## config.mk

```make
export PLATFORM = sky130hd
export DESIGN_NAME = fetch_stage
export DESIGN_NICKNAME = d
export VERILOG_FILES = /design/src/rtl/fetch_stage.sv
export SDC_FILE = /design/constraint.sdc
export NUM_CORES = 1
export LEC_CHECK = 0
export ABC_CLOCK_PERIOD_IN_PS = 2750
export CAP_MARGIN = 20
export CORE_UTILIZATION = 42
export CTS_CLUSTER_SIZE = 14
export DETAILED_ROUTE_END_ITERATION = 8
export GPL_TIMING_DRIVEN = 0
export PLACE_DENSITY = 0.75
export SLEW_MARGIN = 40
export SYNTH_ARGS = -nofsm -noshare
export SYNTH_HDL_FRONTEND = slang
export SYNTH_SLANG_ARGS = --single-unit
```

## constraint.sdc

```tcl
create_clock -name clk -period 2.75 [get_ports clk]
set_input_delay 0.825 -clock clk [delete_from_list [all_inputs] [get_ports clk]]
set_output_delay 0.825 -clock clk [all_outputs]
set_load 0.01 [all_outputs]
```

## src/rtl/fetch_stage.sv

```systemverilog
`default_nettype none
// ============================================================================
// fetch_stage : MIPS instruction-fetch stage, PC, and IF/ID pipeline register
// Rev 1.0
// ============================================================================
module fetch_stage #(
    parameter int              PC_W     = 32,
    parameter logic [PC_W-1:0] RESET_PC = '0
) (
    input  logic            clk,
    input  logic            reset,
    input  logic            stall,
    input  logic            redirect_valid,
    input  logic [PC_W-1:0] redirect_pc,
    output logic [PC_W-1:0] imem_addr,
    input  logic [31:0]     imem_rdata,
    output logic            id_valid,
    output logic [31:0]     id_instr,
    output logic [5:0]      id_opcode,
    output logic [PC_W-1:0] id_pc,
    output logic [PC_W-1:0] id_pc_plus4,
    output logic            misalign_err,
    output logic [31:0]     fetch_count
);

    localparam logic [0:0]      c_BOOT    = 1'b0;
    localparam logic [0:0]      c_RUN     = 1'b1;
    localparam logic [PC_W-1:0] c_PC_STEP = PC_W'(4);

    logic [0:0]      r_state;
    logic [PC_W-1:0] r_pc;
    logic            r_id_valid;
    logic [31:0]     r_id_instr;
    logic [PC_W-1:0] r_id_pc;
    logic [PC_W-1:0] r_id_pc_plus4;
    logic            r_misalign;
    logic [31:0]     r_fetch_count;

    logic [PC_W-1:0] w_pc_plus4;
    logic [PC_W-1:0] w_redirect_aligned;

    always_comb begin
        w_pc_plus4         = r_pc + c_PC_STEP;
        w_redirect_aligned = {redirect_pc[PC_W-1:2], 2'b00};
        if (reset) begin
            imem_addr = RESET_PC;
        end else if (redirect_valid) begin
            imem_addr = w_redirect_aligned;
        end else if (r_state == c_BOOT || stall) begin
            // Re-present r_pc so its word is on imem_rdata next cycle.
            imem_addr = r_pc;
        end else begin
            imem_addr = w_pc_plus4;
        end
    end

    always_ff @(posedge clk) begin
        if (reset) begin
            r_state       <= c_BOOT;
            r_pc          <= RESET_PC;
            r_id_valid    <= 1'b0;
            r_id_instr    <= 32'h0;
            r_id_pc       <= '0;
            r_id_pc_plus4 <= '0;
            r_misalign    <= 1'b0;
            r_fetch_count <= 32'h0;
        end else if (redirect_valid) begin
            // Squash the wrong-path instruction even if the hazard unit stalls.
            r_state    <= c_RUN;
            r_pc       <= w_redirect_aligned;
            r_id_valid <= 1'b0;
            r_id_instr <= 32'h0;
            if (redirect_pc[1:0] != 2'b00) begin
                r_misalign <= 1'b1;
            end
        end else if (r_state == c_BOOT) begin
            r_state <= c_RUN;
        end else if (!stall) begin
            r_pc          <= w_pc_plus4;
            r_id_valid    <= 1'b1;
            r_id_instr    <= imem_rdata;
            r_id_pc       <= r_pc;
            r_id_pc_plus4 <= w_pc_plus4;
            r_fetch_count <= r_fetch_count + 32'd1;
        end
    end

    assign id_valid     = r_id_valid;
    assign id_instr     = r_id_instr;
    assign id_opcode    = r_id_instr[31:26];
    assign id_pc        = r_id_pc;
    assign id_pc_plus4  = r_id_pc_plus4;
    assign misalign_err = r_misalign;
    assign fetch_count  = r_fetch_count;

endmodule
`default_nettype wire

```

==> results.sh, run 1 <==
export IMPL_status="finished, violations left"
export IMPL_violations="negative setup slack"
export IMPL_crit_path_start_kind="flop"
export IMPL_ys_seq_area_frac=0.437
export IMPL_worst_slack_ns=-0.407
export IMPL_clk_pin_slew_ns=0.06
export IMPL_synth_edf_count=0
export IMPL_grt_usage=0.275
export IMPL_grt_pass1_wl_um=37900
export IMPL_antenna_found_initial=0
export IMPL_nNetsFinal=1274
export IMPL_fin_worst_skew_ns=0.0106
export IMPL_yosysWarnings=0
export IMPL_final_common_cell="clkdlybuf4s50_1"
export IMPL_grt_setup_unrepaired="yes"
export IMPL_dieArea_um2=17700
export IMPL_syn_to_final_growth_pct=60.4
export IMPL_gp_congestion=0.868
export IMPL_tns_ns=-6.82
export IMPL_root_buffer="clkbuf_16"
export IMPL_insertion_delay_ns=0.42
export IMPL_drt_initial_drc_count=628
export IMPL_ioPinCount=236
export IMPL_drive_gt1_frac=0.247
export IMPL_fillers=1260
export IMPL_peakVddDrop_mv=0.520
export IMPL_synth_cell_types=44
export IMPL_worst_path_max_fanout=6
export IMPL_syn_area_um2=7200
export IMPL_fin_crit_sh=1.15
export IMPL_postPlaceCellArea_um2=9820
export IMPL_num_antenna_cells=0
export IMPL_tritoncts="yes"
export IMPL_overflow=0
export IMPL_core_area_um2=16600
export IMPL_cts_sinks=157
export IMPL_netlist_instances=880
export IMPL_dp_hpwl_um=16900
export IMPL_worst_hold_path_type="flop to flop"
export IMPL_required_ns=1.93
export IMPL_die_x_um=133
export IMPL_rows=47
export IMPL_final_cell_mix="196 x clkdlybuf4s50_1, 165 x nand2_1, 131 x dfxtp_1, 82 x buf_4, 81 x nor2_1"
export IMPL_p_total_mw=5.40
export IMPL_yosys_register_bits=157
export IMPL_cts_max_level=4
export IMPL_via_per_inst=5.53
export IMPL_avgSynthCellArea_um2=8.18
export IMPL_initial_core_util=0.432
export IMPL_drtPass1Iterations=5
export IMPL_end_kind="primary output"
export IMPL_vias=7924
export IMPL_tightestPinTransition_ns=0.726
export IMPL_synth_async_sr_flop_share=0
export IMPL_numCtsBuffers=17
export IMPL_port_buffers=227
export IMPL_post_route_min_period_ns=3.16
export IMPL_finalMaxSlewViolations=0
export IMPL_final_hold_viol_count=0
export IMPL_grt_start_max_net_pins=17
export IMPL_dieHeight_um=133
export IMPL_crit_arrival_ns=2.33
export IMPL_clock_path_buffers=2
export IMPL_drc=0
export IMPL_max_freq_mhz=317
export IMPL_slew_headroom=0.516
export IMPL_maxCapViolations=0
export IMPL_final_antenna_net_count=0
export IMPL_p_per_area_nw_per_um2=468
export IMPL_synth_ff_type="dfxtp_1"
export IMPL_fin_area_um2=11500
export IMPL_finalWirelength_um=27200
export IMPL_setup_violations_final=29
export IMPL_grt_pass1_vias=6986
export IMPL_worstSetupPathType="flop to primary output"
export IMPL_p_leak_nw=4.20
export IMPL_wire_per_inst_um=19.0
-- per-layer routing --
layer  wire length (um)  track usage  vias up
li1                   -            -     3660
met1              10700        0.355     3731
met2              12900        0.445      444
met3               2570       0.0782       89
met4               1010       0.0817        0
met5                  0            0        -
-- final timing paths --
check,from,end,slack [ns],cells past startpoint
max,r_pc[11],imem_addr[21],-0.41,7
min,id_instr[20],id_instr[20],0.45,2
max reg2reg,r_state,fetch_count[29],0.56,8
min reg2reg,id_instr[20],id_instr[20],0.45,2
-- critical path, stage by stage, from the launching register on --
cell and delay, ns:
dfxtp_4 0.39, nand4_4 0.15, or3_4 0.41, buf_16 0.15
nor3_4 0.20, xnor2_2 0.11, a211oi_1 0.30, buf_2 0.20
-- area by class of cell --
type | instances | area (um^2) | area share
Multi-Input combinational cell | 637 | 4170 | 0.361
Sequential cell | 157 | 3210 | 0.278
Timing Repair Buffer | 305 | 2810 | 0.243
Buffer | 77 | 527 | 0.0456
Clock buffer | 21 | 460 | 0.0399
Tap cell | 220 | 275 | 0.0238
Clock inverter | 7 | 68.8 | 0.00596
Inverter | 9 | 33.8 | 0.00293
-- cells by family (layout without fill, tap and decap cells) --
kind of cell    count (synthesis)  in the layout  synth area share
simple gates                  379            379             0.258
compound gates                175            175             0.145
flops                         157            157             0.437
buf+inv                        91            419            0.0645
xor+xnor                       74             74            0.0901
fa+ha+maj                       2              2           0.00348
other cells                     1              6          0.000521
mux                             1              1           0.00139
-- synthesized netlist by cell type, drive strengths merged (2+ instances only) --
master	instances	area [um^2]
a211oi	44	335
a21oi	90	450
a311oi	10	87.6
and2	2	12.5
and3	5	31.3
and4	8	71.3
buf	44	277
clkbuf	38	154
dfxtp	157	3140
ha	2	25.0
inv	9	33.8
nand2	170	638
nand3	29	155
nand4	23	174
nor2	85	319
nor2b	2	12.5
nor3	20	125
nor4	17	198
o21a	3	22.5
o21ai	20	100
o22ai	8	50.1
or3	14	87.6
xnor2	47	412
xor2	27	236
-- power by group --
part,switching (mW),internal [mW]
Clock,0.918,1.27
Sequential,0.0757,2.35
Combinational,0.409,0.384
-- flip-flops by register name, indices dropped and copies added, names as in the netlist --
| signal | cells |
|---|---|
| id_valid | 1 |
| misalign_err | 1 |
| id_instr | 32 |
| fetch_count | 32 |
| id_pc_plus4 | 30 |
| r_state | 1 |
| r_pc | 30 |
| id_pc | 30 |
-- through the flow --
step | hold WS (ns) | cells | setup slack (ns) | util
floorplan | 0.469 | 885 | -0.0337 | -
global placement | 0.434 | 1332 | -1.48 | 0.590
detailed placement | 0.442 | 1332 | -1.47 | 0.590
CTS | 0.454 | 1395 | -0.361 | 0.660
global route | 0.470 | 1433 | -0.426 | 0.694
finish | 0.451 | 1433 | -0.407 | 0.694
-- repair_timing --
item / 4_1_cts / 5_1_grt
gates resized for setup: 238 / 88
cloned: 1 / 0
pin swaps: 50 / 40
setup buffers: 35 / 43
endpoints found under the setup margin: 30 / 30
hold buffers: 0 / 0
Power figures use the tool's default switching activity.
==> inputs of run 2 (changes only) <==
--- a/config.mk
+++ b/config.mk
@@ -5,6 +5,7 @@
 export SDC_FILE = /design/constraint.sdc
 export NUM_CORES = 1
 export LEC_CHECK = 0
+export ABC_AREA = 1
 export ABC_CLOCK_PERIOD_IN_PS = 2750
 export CAP_MARGIN = 20
 export CORE_UTILIZATION = 42
==> run 2 against run 1 <==
Effect of this change: the run still ends with negative setup slack left; synthesized area is 0.90% higher; critical path depth is 4 higher; clock skew is 0.0018 ns higher; register-to-register slack worse by 0.65 ns; first-iteration DRC count is 17% higher.
==> results.sh, run 2 <==
export IMPL_status="finished, violations left"
export IMPL_violations="negative setup slack"
export IMPL_synth_fa_ha_area_frac=0.00345
export IMPL_holdPathEnd="misalign_err"
export IMPL_dieHeight_um=133
export IMPL_synth_top_family_by_area="simple AND/OR/NAND/NOR gates"
export IMPL_cts_sinks=157
export IMPL_drtPass1Iterations=6
export IMPL_worst_slack_ns=-0.141
export IMPL_fillers=1314
export IMPL_r2r_end="r_pc[31]"
export IMPL_final_cell_mix="222 x nand2_1, 196 x clkdlybuf4s50_1, 149 x nor2_1, 140 x dfxtp_1, 100 x a21oi_1"
export IMPL_path_cells="buf_6 > inv_4 > nor2_4 > nand2_2 > nor2_4 > buf_12 > nand2_4 > nand2_2 > nand3_2 > a21oi_2 > buf_2"
export IMPL_synth_most_common_cell="nand2_1"
export IMPL_worstSetupPathType="flop to primary output"
export IMPL_yosys_area_top_type="dfxtp_1"
export IMPL_slowest_delay_ns=0.37
export IMPL_num_antenna_cells=0
export IMPL_required_ns=1.93
export IMPL_finalWirelength_um=27200
export IMPL_reg2reg_depth=21
export IMPL_synthTopCellsByCount="244 x nand2_1, 163 x nor2_1, 157 x dfxtp_1"
export IMPL_p_leak_nw=4.46
export IMPL_rows=47
export IMPL_p_total_mw=5.69
export IMPL_synthSimpleGateAreaFrac=0.301
export IMPL_grt_usage=0.288
export IMPL_nNetsFinal=1459
export IMPL_netlist_instances=1056
export IMPL_overflow=0
export IMPL_synth_ff_type="dfxtp_1"
export IMPL_max_freq_mhz=346
export IMPL_synth_cell_types=32
export IMPL_setup_violations_final=27
export IMPL_final_antenna_net_count=0
export IMPL_peakVddDrop_mv=0.451
export IMPL_grt_start_max_net_pins=17
export IMPL_maxCapViolations=0
export IMPL_rr_startpoint="r_pc[2]"
export IMPL_clock_path_buffers=2
export IMPL_synth_xor_area_share=0.0109
export IMPL_end_kind="primary output"
export IMPL_dieArea_um2=17800
export IMPL_avgSynthCellArea_um2=6.88
export IMPL_core_area_um2=16800
export IMPL_worst_hold_path_type="flop to flop"
export IMPL_p_per_area_nw_per_um2=487
export IMPL_numCtsBuffers=17
export IMPL_gp_congestion=0.953
export IMPL_drc=0
export IMPL_syn_to_final_growth_pct=60.8
export IMPL_post_route_min_period_ns=2.89
export IMPL_synth_area_mux_share=0
export IMPL_whs_path_depth=2
export IMPL_insertion_delay_ns=0.43
export IMPL_wire_per_inst_um=16.8
export IMPL_final_hold_viol_count=0
export IMPL_tightestPinTransition_ns=0.755
export IMPL_yosys_register_bits=157
export IMPL_dp_hpwl_um=17900
export IMPL_fin_crit_sh=1.05
export IMPL_finalMaxSlewViolations=0
export IMPL_synthDominantCellAreaShare=0.433
export IMPL_grt_pass1_vias=7900
export IMPL_via_per_inst=5.28
export IMPL_final_common_cell="nand2_1"
export IMPL_synth_edf_count=0
export IMPL_drive_gt1_frac=0.231
export IMPL_vias=8552
export IMPL_cts_max_level=4
export IMPL_port_buffers=227
export IMPL_synth_compound_area_frac=0.166
export IMPL_grt_setup_unrepaired="yes"
export IMPL_ioPinCount=236
export IMPL_fin_worst_skew_ns=0.0124
export IMPL_yosys_top_cells_area="dfxtp_1 43%, nand2_1 13%, a21oi_1 8.6%, nor2_1 8.4%, o21ai_0 5.6%"
export IMPL_clk_pin_slew_ns=0.06
export IMPL_tritoncts="yes"
export IMPL_initial_core_util=0.433
export IMPL_antenna_found_initial=0
export IMPL_yosysWarnings=0
export IMPL_root_buffer="clkbuf_16"
export IMPL_worst_path_max_fanout=4
export IMPL_slew_headroom=0.497
export IMPL_tns_ns=-1.84
export IMPL_die_x_um=133
export IMPL_grt_pass1_wl_um=40200
export IMPL_ys_seq_area_frac=0.433
export IMPL_crit_arrival_ns=2.07
export IMPL_synth_async_sr_flop_share=0
export IMPL_reg2reg_slack_ns=-0.09
export IMPL_cpMaxStageDelayCell="dfxtp_4"
export IMPL_syn_area_um2=7260
export IMPL_worstHoldStart="misalign_err"
export IMPL_crit_path_start_kind="flop"
export IMPL_drt_initial_drc_count=736
[run 2: cell types whose count changed after synthesis, sizes merged, moves of 16 or more]
| cell | before | now |
|---|---|---|
| nor2 | 85 | 182 |
| nand2 | 170 | 255 |
| inv | 9 | 89 |
| o21ai | 20 | 82 |
| a211oi | 44 | 0 |
| xnor2 | 47 | 6 |
| a21oi | 90 | 125 |
| xor2 | 27 | 3 |
| nand3 | 29 | 49 |
| nor4 | 17 | 0 |
| buf | 44 | 28 |
| nand4 | 23 | 7 |
[run 2: layout make-up]
class	count	area, um^2	area share
well taps	220	275	0.0236
multi-input cells	757	4010	0.343
flip-flops and latches	157	3190	0.273
plain buffers	57	380	0.0326
clock buffers	20	437	0.0374
repair buffers	310	2840	0.244
inverters	89	353	0.0302
clock inverters	10	191	0.0164
[run 2: stage by stage]
step	instance area, um^2	instances	utilization	hold slack, ns	setup WS, ns
5_1_grt	11700	1620	0.697	0.476	-0.224
3_5_place_dp	9830	1508	0.586	0.445	-1.27
4_1_cts	11200	1591	0.669	0.455	-0.0826
2_1_floorplan	7280	1061	-	0.459	0.0896
3_3_place_gp	9830	1508	0.586	0.441	-1.34
6_report	11700	1620	0.697	0.455	-0.141
[run 2: critical path, delay by kind of cell, from the launching register on]
family | cells | cell delay, ns
DFF | 1 | 0.37
AOI/OAI and AO/OA | 1 | 0.19
buffers and inverters | 4 | 0.44
and+or+nand+nor | 6 | 0.64
[run 2: how the worst max path moves through the flow]
stage | startpoint | endpoint | slack, ns
global route | r_pc[3] | imem_addr[20] | -0.22
global placement | stall | imem_addr[18] | -1.34
floorplan | stall | imem_addr[27] | 0.09
detailed placement | stall | imem_addr[18] | -1.27
CTS | r_pc[3] | imem_addr[20] | -0.08
finish | r_pc[2] | imem_addr[31] | -0.14
[run 2: power by group]
part | internal, mW | total (mW) | switching, mW
logic | 0.349 | 0.723 | 0.374
registers | 2.35 | 2.42 | 0.0703
clock network | 1.60 | 2.55 | 0.947
total | 4.30 | 5.69 | 1.39
[run 2: routing by layer]
metal	vias up	wire length, um	track usage
met3	105	2330	0.0677
met5	-	0	0
met2	491	13000	0.488
met1	3897	10800	0.342
met4	0	1080	0.140
li1	4059	-	-
[run 2: repair_timing]
item	CTS	global route
gates cloned	0	2
pin swaps	44	46
hold buffers	0	0
buffers inserted	54	27
setup endpoints to repair	30	32
resized for setup	269	62
[run 2: cell families (layout without fill, tap and decap cells)]
group | Yosys count | after routing
AOI/OAI and AO/OA | 231 | 231
xor gates and xnor gates | 9 | 9
adders and majority gates | 2 | 2
buffers and inverters | 147 | 486
DFF | 157 | 157
other | 1 | 6
and+or+nand+nor | 509 | 509
